**src/rtl/dtc_vote_pkg.sv**
```systemverilog
`default_nettype none
// ============================================================================
// Module   : dtc_vote_pkg
// Desc     : Shared types and helpers for the decision-tree vote window.
// Revision : 1.0  initial release
// ============================================================================
package dtc_vote_pkg;

    // Class code width produced by the upstream classifier
    localparam int DEF_CLASS_W = 3;

    typedef logic [DEF_CLASS_W-1:0] cls_t;

    // FILL: window not yet complete; RUN: window full, sliding
    typedef enum logic [0:0] {
        FILL = 1'b0,
        RUN  = 1'b1
    } vote_state_e;

    // Width of a counter that must hold values 0..window inclusive
    function automatic int cnt_width(input int window);
        return $clog2(window + 1);
    endfunction

endpackage
`default_nettype wire

```
**src/rtl/dtc_vote_argmax.sv**
```systemverilog
`default_nettype none
// ============================================================================
// Module   : dtc_vote_argmax
// Desc     : Combinational argmax over NUM_CLS packed counters; ties go to
//            the lowest class index.
// Revision : 1.0  initial release
// ============================================================================
module dtc_vote_argmax #(
    parameter int NUM_CLS = 8,
    parameter int CNT_W   = 4,
    parameter int IDX_W   = 3
) (
    input  logic [NUM_CLS*CNT_W-1:0] cnt_flat,
    output logic [IDX_W-1:0]         win_idx,
    output logic [CNT_W-1:0]         win_cnt
);

    // Linear scan; strict greater-than keeps the earliest index on a tie
    always_comb begin
        win_idx = '0;
        win_cnt = cnt_flat[CNT_W-1:0];
        for (int i = 1; i < NUM_CLS; i++) begin
            if (cnt_flat[i*CNT_W +: CNT_W] > win_cnt) begin
                win_cnt = cnt_flat[i*CNT_W +: CNT_W];
                win_idx = IDX_W'(i);
            end
        end
    end

endmodule
`default_nettype wire

```
**src/rtl/dtc_vote_window.sv**
```systemverilog
`default_nettype none
// ============================================================================
// Module   : dtc_vote_window
// Desc     : Sliding-window majority vote over classifier predictions with
//            valid/ready on both sides and a 1-cycle registered result.
//            Optional macro DTC_VOTE_CONF_EN adds out_conf / out_unanim.
// Revision : 1.0  initial release
// ============================================================================
module dtc_vote_window
    import dtc_vote_pkg::*;
#(
    parameter int CLASS_W = DEF_CLASS_W,
    parameter int WINDOW  = 8
) (
    input  logic               clk,
    input  logic               rst_n,
    input  logic               flush,
    input  logic               in_valid,
    output logic               in_ready,
    input  logic [CLASS_W-1:0] in_cls,
    output logic               out_valid,
    input  logic               out_ready,
    output logic [CLASS_W-1:0] out_cls,
    output logic               out_full
`ifdef DTC_VOTE_CONF_EN
    ,
    output logic [cnt_width(WINDOW)-1:0] out_conf,
    output logic                         out_unanim
`endif
);

    localparam int NUM_CLS = 2**CLASS_W;
    localparam int CNT_W   = cnt_width(WINDOW);
    localparam logic [CNT_W-1:0] ONE      = CNT_W'(1);
    localparam logic [CNT_W-1:0] WIN_LAST = CNT_W'(WINDOW - 1);
    localparam logic [CNT_W-1:0] WIN_FULL = CNT_W'(WINDOW);

    vote_state_e        state_q, state_d;
    logic [CLASS_W-1:0] hist_q [WINDOW];
    logic [CLASS_W-1:0] hist_d [WINDOW];
    logic [CNT_W-1:0]   cnt_q  [NUM_CLS];
    logic [CNT_W-1:0]   cnt_d  [NUM_CLS];
    logic [CNT_W-1:0]   fill_q, fill_d;
    logic               live_q;
    logic               out_valid_q, out_valid_d;
    logic [CLASS_W-1:0] out_cls_q, out_cls_d;
    logic               out_full_q, out_full_d;

    logic                     accept;
    logic [CLASS_W-1:0]       oldest;
    logic [NUM_CLS*CNT_W-1:0] cnt_flat;
    logic [CLASS_W-1:0]       win_idx;
    logic [CNT_W-1:0]         win_cnt;

    // live_q keeps in_ready low until the first edge after reset release
    assign in_ready = live_q && !flush && (!out_valid_q || out_ready);
    assign accept   = in_valid && in_ready;
    assign oldest   = hist_q[WINDOW-1];

    // Window history, per-class counts, fill level and FSM next state
    always_comb begin
        state_d = state_q;
        hist_d  = hist_q;
        cnt_d   = cnt_q;
        fill_d  = fill_q;
        if (flush) begin
            state_d = FILL;
            fill_d  = '0;
            for (int i = 0; i < WINDOW; i++) hist_d[i] = '0;
            for (int c = 0; c < NUM_CLS; c++) cnt_d[c] = '0;
        end else if (accept) begin
            hist_d[0] = in_cls;
            for (int i = 1; i < WINDOW; i++) hist_d[i] = hist_q[i-1];
            if (state_q == FILL) begin
                cnt_d[in_cls] = cnt_q[in_cls] + ONE;
                fill_d        = fill_q + ONE;
                if (fill_q == WIN_LAST) state_d = RUN;
            end else if (in_cls != oldest) begin
                // Equal classes leave counts untouched, so skip both updates
                cnt_d[in_cls] = cnt_q[in_cls] + ONE;
                cnt_d[oldest] = cnt_q[oldest] - ONE;
            end
        end
    end

    generate
        for (genvar g = 0; g < NUM_CLS; g++) begin : g_flat
            assign cnt_flat[g*CNT_W +: CNT_W] = cnt_d[g];
        end
    endgenerate

    // Vote on the post-update counts so the result reflects this sample
    dtc_vote_argmax #(
        .NUM_CLS (NUM_CLS),
        .CNT_W   (CNT_W),
        .IDX_W   (CLASS_W)
    ) u_argmax (
        .cnt_flat (cnt_flat),
        .win_idx  (win_idx),
        .win_cnt  (win_cnt)
    );

`ifdef DTC_VOTE_CONF_EN
    logic [CNT_W-1:0] out_conf_q, out_conf_d;
    assign out_conf   = out_conf_q;
    assign out_unanim = (out_conf_q == WIN_FULL);
`else
    logic unused_win_cnt;
    assign unused_win_cnt = ^win_cnt;
`endif

    // Output register: load on accept, hold under backpressure, drop after handshake
    always_comb begin
        out_valid_d = out_valid_q;
        out_cls_d   = out_cls_q;
        out_full_d  = out_full_q;
`ifdef DTC_VOTE_CONF_EN
        out_conf_d  = out_conf_q;
`endif
        if (flush) begin
            out_valid_d = 1'b0;
            out_cls_d   = '0;
            out_full_d  = 1'b0;
`ifdef DTC_VOTE_CONF_EN
            out_conf_d  = '0;
`endif
        end else if (accept) begin
            out_valid_d = 1'b1;
            out_cls_d   = win_idx;
            out_full_d  = (state_d == RUN);
`ifdef DTC_VOTE_CONF_EN
            out_conf_d  = win_cnt;
`endif
        end else if (out_ready) begin
            out_valid_d = 1'b0;
        end
    end

    // All state registers, cleared asynchronously
    always_ff @(posedge clk or negedge rst_n) begin
        if (!rst_n) begin
            state_q     <= FILL;
            fill_q      <= '0;
            live_q      <= 1'b0;
            out_valid_q <= 1'b0;
            out_cls_q   <= '0;
            out_full_q  <= 1'b0;
            for (int i = 0; i < WINDOW; i++) hist_q[i] <= '0;
            for (int c = 0; c < NUM_CLS; c++) cnt_q[c] <= '0;
`ifdef DTC_VOTE_CONF_EN
            out_conf_q  <= '0;
`endif
        end else begin
            state_q     <= state_d;
            fill_q      <= fill_d;
            live_q      <= 1'b1;
            out_valid_q <= out_valid_d;
            out_cls_q   <= out_cls_d;
            out_full_q  <= out_full_d;
            for (int i = 0; i < WINDOW; i++) hist_q[i] <= hist_d[i];
            for (int c = 0; c < NUM_CLS; c++) cnt_q[c] <= cnt_d[c];
`ifdef DTC_VOTE_CONF_EN
            out_conf_q  <= out_conf_d;
`endif
        end
    end

    assign out_valid = out_valid_q;
    assign out_cls   = out_cls_q;
    assign out_full  = out_full_q;

endmodule
`default_nettype wire

```
**config.mk**
```make
export PLATFORM = sky130hd
export DESIGN_NAME = dtc_vote_window
export DESIGN_NICKNAME = d
export VERILOG_FILES = /design/src/rtl/dtc_vote_pkg.sv /design/src/rtl/dtc_vote_argmax.sv /design/src/rtl/dtc_vote_window.sv
export SDC_FILE = /design/constraint.sdc
export NUM_CORES = 1
export LEC_CHECK = 0
export BUFFER_PORTS_ARGS = -buffer_cell sky130_fd_sc_hd__clkbuf_2
export CAP_MARGIN = 40
export CORE_UTILIZATION = 55
export CTS_BUF_LIST = sky130_fd_sc_hd__clkbuf_8
export DETAILED_ROUTE_END_ITERATION = 8
export GPL_TIMING_DRIVEN = 0
export PLACE_DENSITY = 0.74
export SETUP_SLACK_MARGIN = 0.5
export SKIP_CTS_REPAIR_TIMING = 1
export SYNTH_ARGS = -nofsm -noshare
export SYNTH_HDL_FRONTEND = slang
export SYNTH_SLANG_ARGS = --single-unit
```
**constraint.sdc**
```tcl
create_clock -name clk -period 11.7 [get_ports clk]
set_clock_uncertainty 0.15 [all_clocks]
set_input_delay 0.585 -clock clk [delete_from_list [all_inputs] [get_ports clk]]
set_output_delay 0.585 -clock clk [all_outputs]
set_load 0.05 [all_outputs]
```
==> impl_metrics.json <==
{
  "worst_skew_pair.late_latency_ns": 0.37,
  "reg2reg_from": "out_valid",
  "end_kind": "flop",
  "ys.flop_type": "dfrtp_1",
  "avgSynthCellArea_um2": 8.04,
  "first_pass_iters": 5,
  "synth_top_cell_by_area": "dfrtp_1",
  "setup_viol": 3,
  "synthDistinctLibCells": 82,
  "synth.top_cell.area_share": 0.276,
  "antenna_found_initial": 0,
  "fmax_mhz": 79.4,
  "fp.dieArea_um2": 11500,
  "ys_ff_latch": 67,
  "vias_per_cell": 7.20,
  "status": "finished with violations",
  "gp_congestion": 1.03,
  "synth_cells": 754,
  "crit_path_frequent_cell": "o21a_1",
  "cts-root-buf": "clkbuf_8",
  "critPathLaunchType": "input port",
  "synth_common_cells": "nand2_1, dfrtp_1, o21ai_0",
  "grt_max_degree": 50,
  "hp-class": "reg2reg",
  "failed_checks": "negative setup slack",
  "syn_nets": 793,
  "worstHoldStart": "hist_q[12]",
  "finalHoldViolCount": 0,
  "cp_slowest_stage_delay_ns": 0.39,
  "synthTopCellsByArea": "dfrtp_1, nand2_1, ha_1",
  "cts_tree": "built",
  "peakVddDrop_v": 0.000429,
  "rrSetupSlack_ns": -0.86,
  "track_usage": 0.407,
  "placeableCoreArea_um2": 10500,
  "numCtsBuffers": 9,
  "setup_ws_ns": -0.892,
  "num-nets-final": 867,
  "reg2reg_to": "out_cls[2]",
  "worst_slew_pin_slew_ns": 1.10,
  "grt_overflow": 0,
  "r2r_cells": 61,
  "die-height_um": 107,
  "worstHoldPathCells": 2,
  "power.density_nw_per_um2": 180,
  "placed_cells": 905,
  "syn_to_final_growth_pct": 21.9,
  "cp-startpoint": "flush",
  "arrival_ns": 12.69,
  "grt_pass1_wl_um": 34700,
  "drt-wirelength-per-cell_um": 25.9,
  "fin_crit_sh": 1.08,
  "synth_edf_count": 0,
  "slew_headroom": 0.256,
  "finalMaxSlewViolations": 0,
  "crit_slowest_cell": "clkbuf_2",
  "htree_num_levels": 3,
  "cts.sinks": 67,
  "yosysSeqAreaShare": 0.276,
  "preCtsSetupSlack_ns": -1.94,
  "numPortBuffers": 11,
  "synth_warnings": 0,
  "dr_total_vias": 6981,
  "cap_violations": 0,
  "rsz0062_at_grt": "true",
  "yosysMostFrequentCell": "nand2_1",
  "fin_util": 0.704,
  "async_flop_share": 1.00,
  "ant_nets": 0,
  "ios": 14,
  "drive_gt1_frac": 0.227,
  "first_iter_violations": 1003,
  "cp_max_fo": 10,
  "die_x_um": 107,
  "drt-total-wl_um": 25100,
  "fin_cells": 969,
  "drc": 0,
  "crit_type": "in2reg",
  "fin_total_pwr_uw": 1330,
  "start_util": 0.577,
  "grt_pass1_vias": 6187,
  "fp-row-count": 37,
  "p_leak_uw": 0.00335,
  "holdPathEnd": "hist_q[9]",
  "critPathRequiredTime_ns": 11.80,
  "dp_hpwl_um": 17200,
  "clk_pin_slew_ns": 0.08,
  "clk_path_buf_depth": 2,
  "syn_area_um2": 6070,
  "period_minus_slack_ns": 12.59,
  "antennaDiodeCount": 0
}
[layout by cell type (no fill, tap or decap), drive strengths merged, types with 5 or more instances in the layout]
| cell type | instances |
|---|---|
| nor2 | 40 |
| o211ai | 5 |
| a221oi | 7 |
| and3 | 5 |
| nand4 | 5 |
| nand3b | 27 |
| nand2 | 112 |
| a21oi | 42 |
| nand3 | 15 |
| nor3 | 11 |
| o21ai | 59 |
| a22o | 12 |
| and2 | 14 |
| mux2i | 30 |
| nor2b | 12 |
| mux2 | 9 |
| a31oi | 12 |
| o22ai | 16 |
| ha | 31 |
| dfrtp | 67 |
| inv | 27 |
| xor2 | 8 |
| clkbuf | 52 |
| a21o | 12 |
| o21a | 19 |
| buf | 70 |
| nand2b | 14 |
[routing by layer]
metal | part of all wire | global-route usage | vias up
met4 | 0.064 | 0.201 | 0
met1 | 0.38 | 0.529 | 3288
met5 | 0 | 0 | -
met3 | 0.12 | 0.0936 | 171
li1 | - | - | 2937
met2 | 0.44 | 0.634 | 585
[power by group]
group	internal (uW)	leakage (uW)	switching, uW	total [uW]
combinational	433	0.00233	469	902
sequential	236	0.000925	4.16	240
clock	78.0	0.0000872	110	188
[logic make-up (layout without fill, tap and decap cells)]
family          count (synthesis)  in the layout  share of synthesized area
compound gates                247            247                      0.277
xor+xnor                       11             11                     0.0171
fa+ha+maj                      31             31                     0.0639
buf+inv                        79            158                     0.0551
flops                          67             67                      0.276
mux                            43             43                     0.0811
other cells                     1              1                   0.000618
simple gates                  275            275                      0.228
[layout make-up]
type / instances / area (um2)
well taps: 136 / 170
clock inverters: 7 / 53.8
multi-input cells: 608 / 4480
inverters: 28 / 113
clock buffers: 9 / 124
fillers: 775 / 3120
repair buffers: 63 / 489
flip-flops and latches: 67 / 1680
plain buffers: 51 / 282
[registers in the layout (all words and copies together), names as in the netlist, 3 cells and up]
| register | cells |
|---|---|
| cnt_q | 32 |
| oldest | 3 |
| out_cls | 3 |
| hist_q | 21 |
| fill_q | 4 |
[critical path: cells and delay by family]
| kind | cells | cell delay, ns |
|---|---|---|
| compound gates | 33 | 6.56 |
| buf+inv | 8 | 1.99 |
| fa+ha+maj | 7 | 1.67 |
| simple gates | 13 | 1.84 |
[how the worst max path moves through the flow]
stage,end,slack (ns),cells after the start
6_report,out_cls[2],-0.89,61
5_1_grt,out_cls[1],-1.10,64
4_1_cts,out_cls[2],-1.70,61
3_5_place_dp,out_cls[1],-1.94,62
3_3_place_gp,out_cls[1],-1.61,64
2_1_floorplan,out_cls[2],0.44,64
[metrics by stage]
step / cell area [um2] / hold WS (ns) / setup TNS (ns)
6_report: 7390 / 0.332 / -2.63
3_3_place_gp: 6370 / 0.296 / -4.77
3_5_place_dp: 6420 / 0.307 / -5.77
5_1_grt: 7390 / 0.360 / -3.23
2_1_floorplan: 6140 / 0.139 / 0
4_1_cts: 6600 / -0.0203 / -5.04
(Power assumes the default switching activity.)
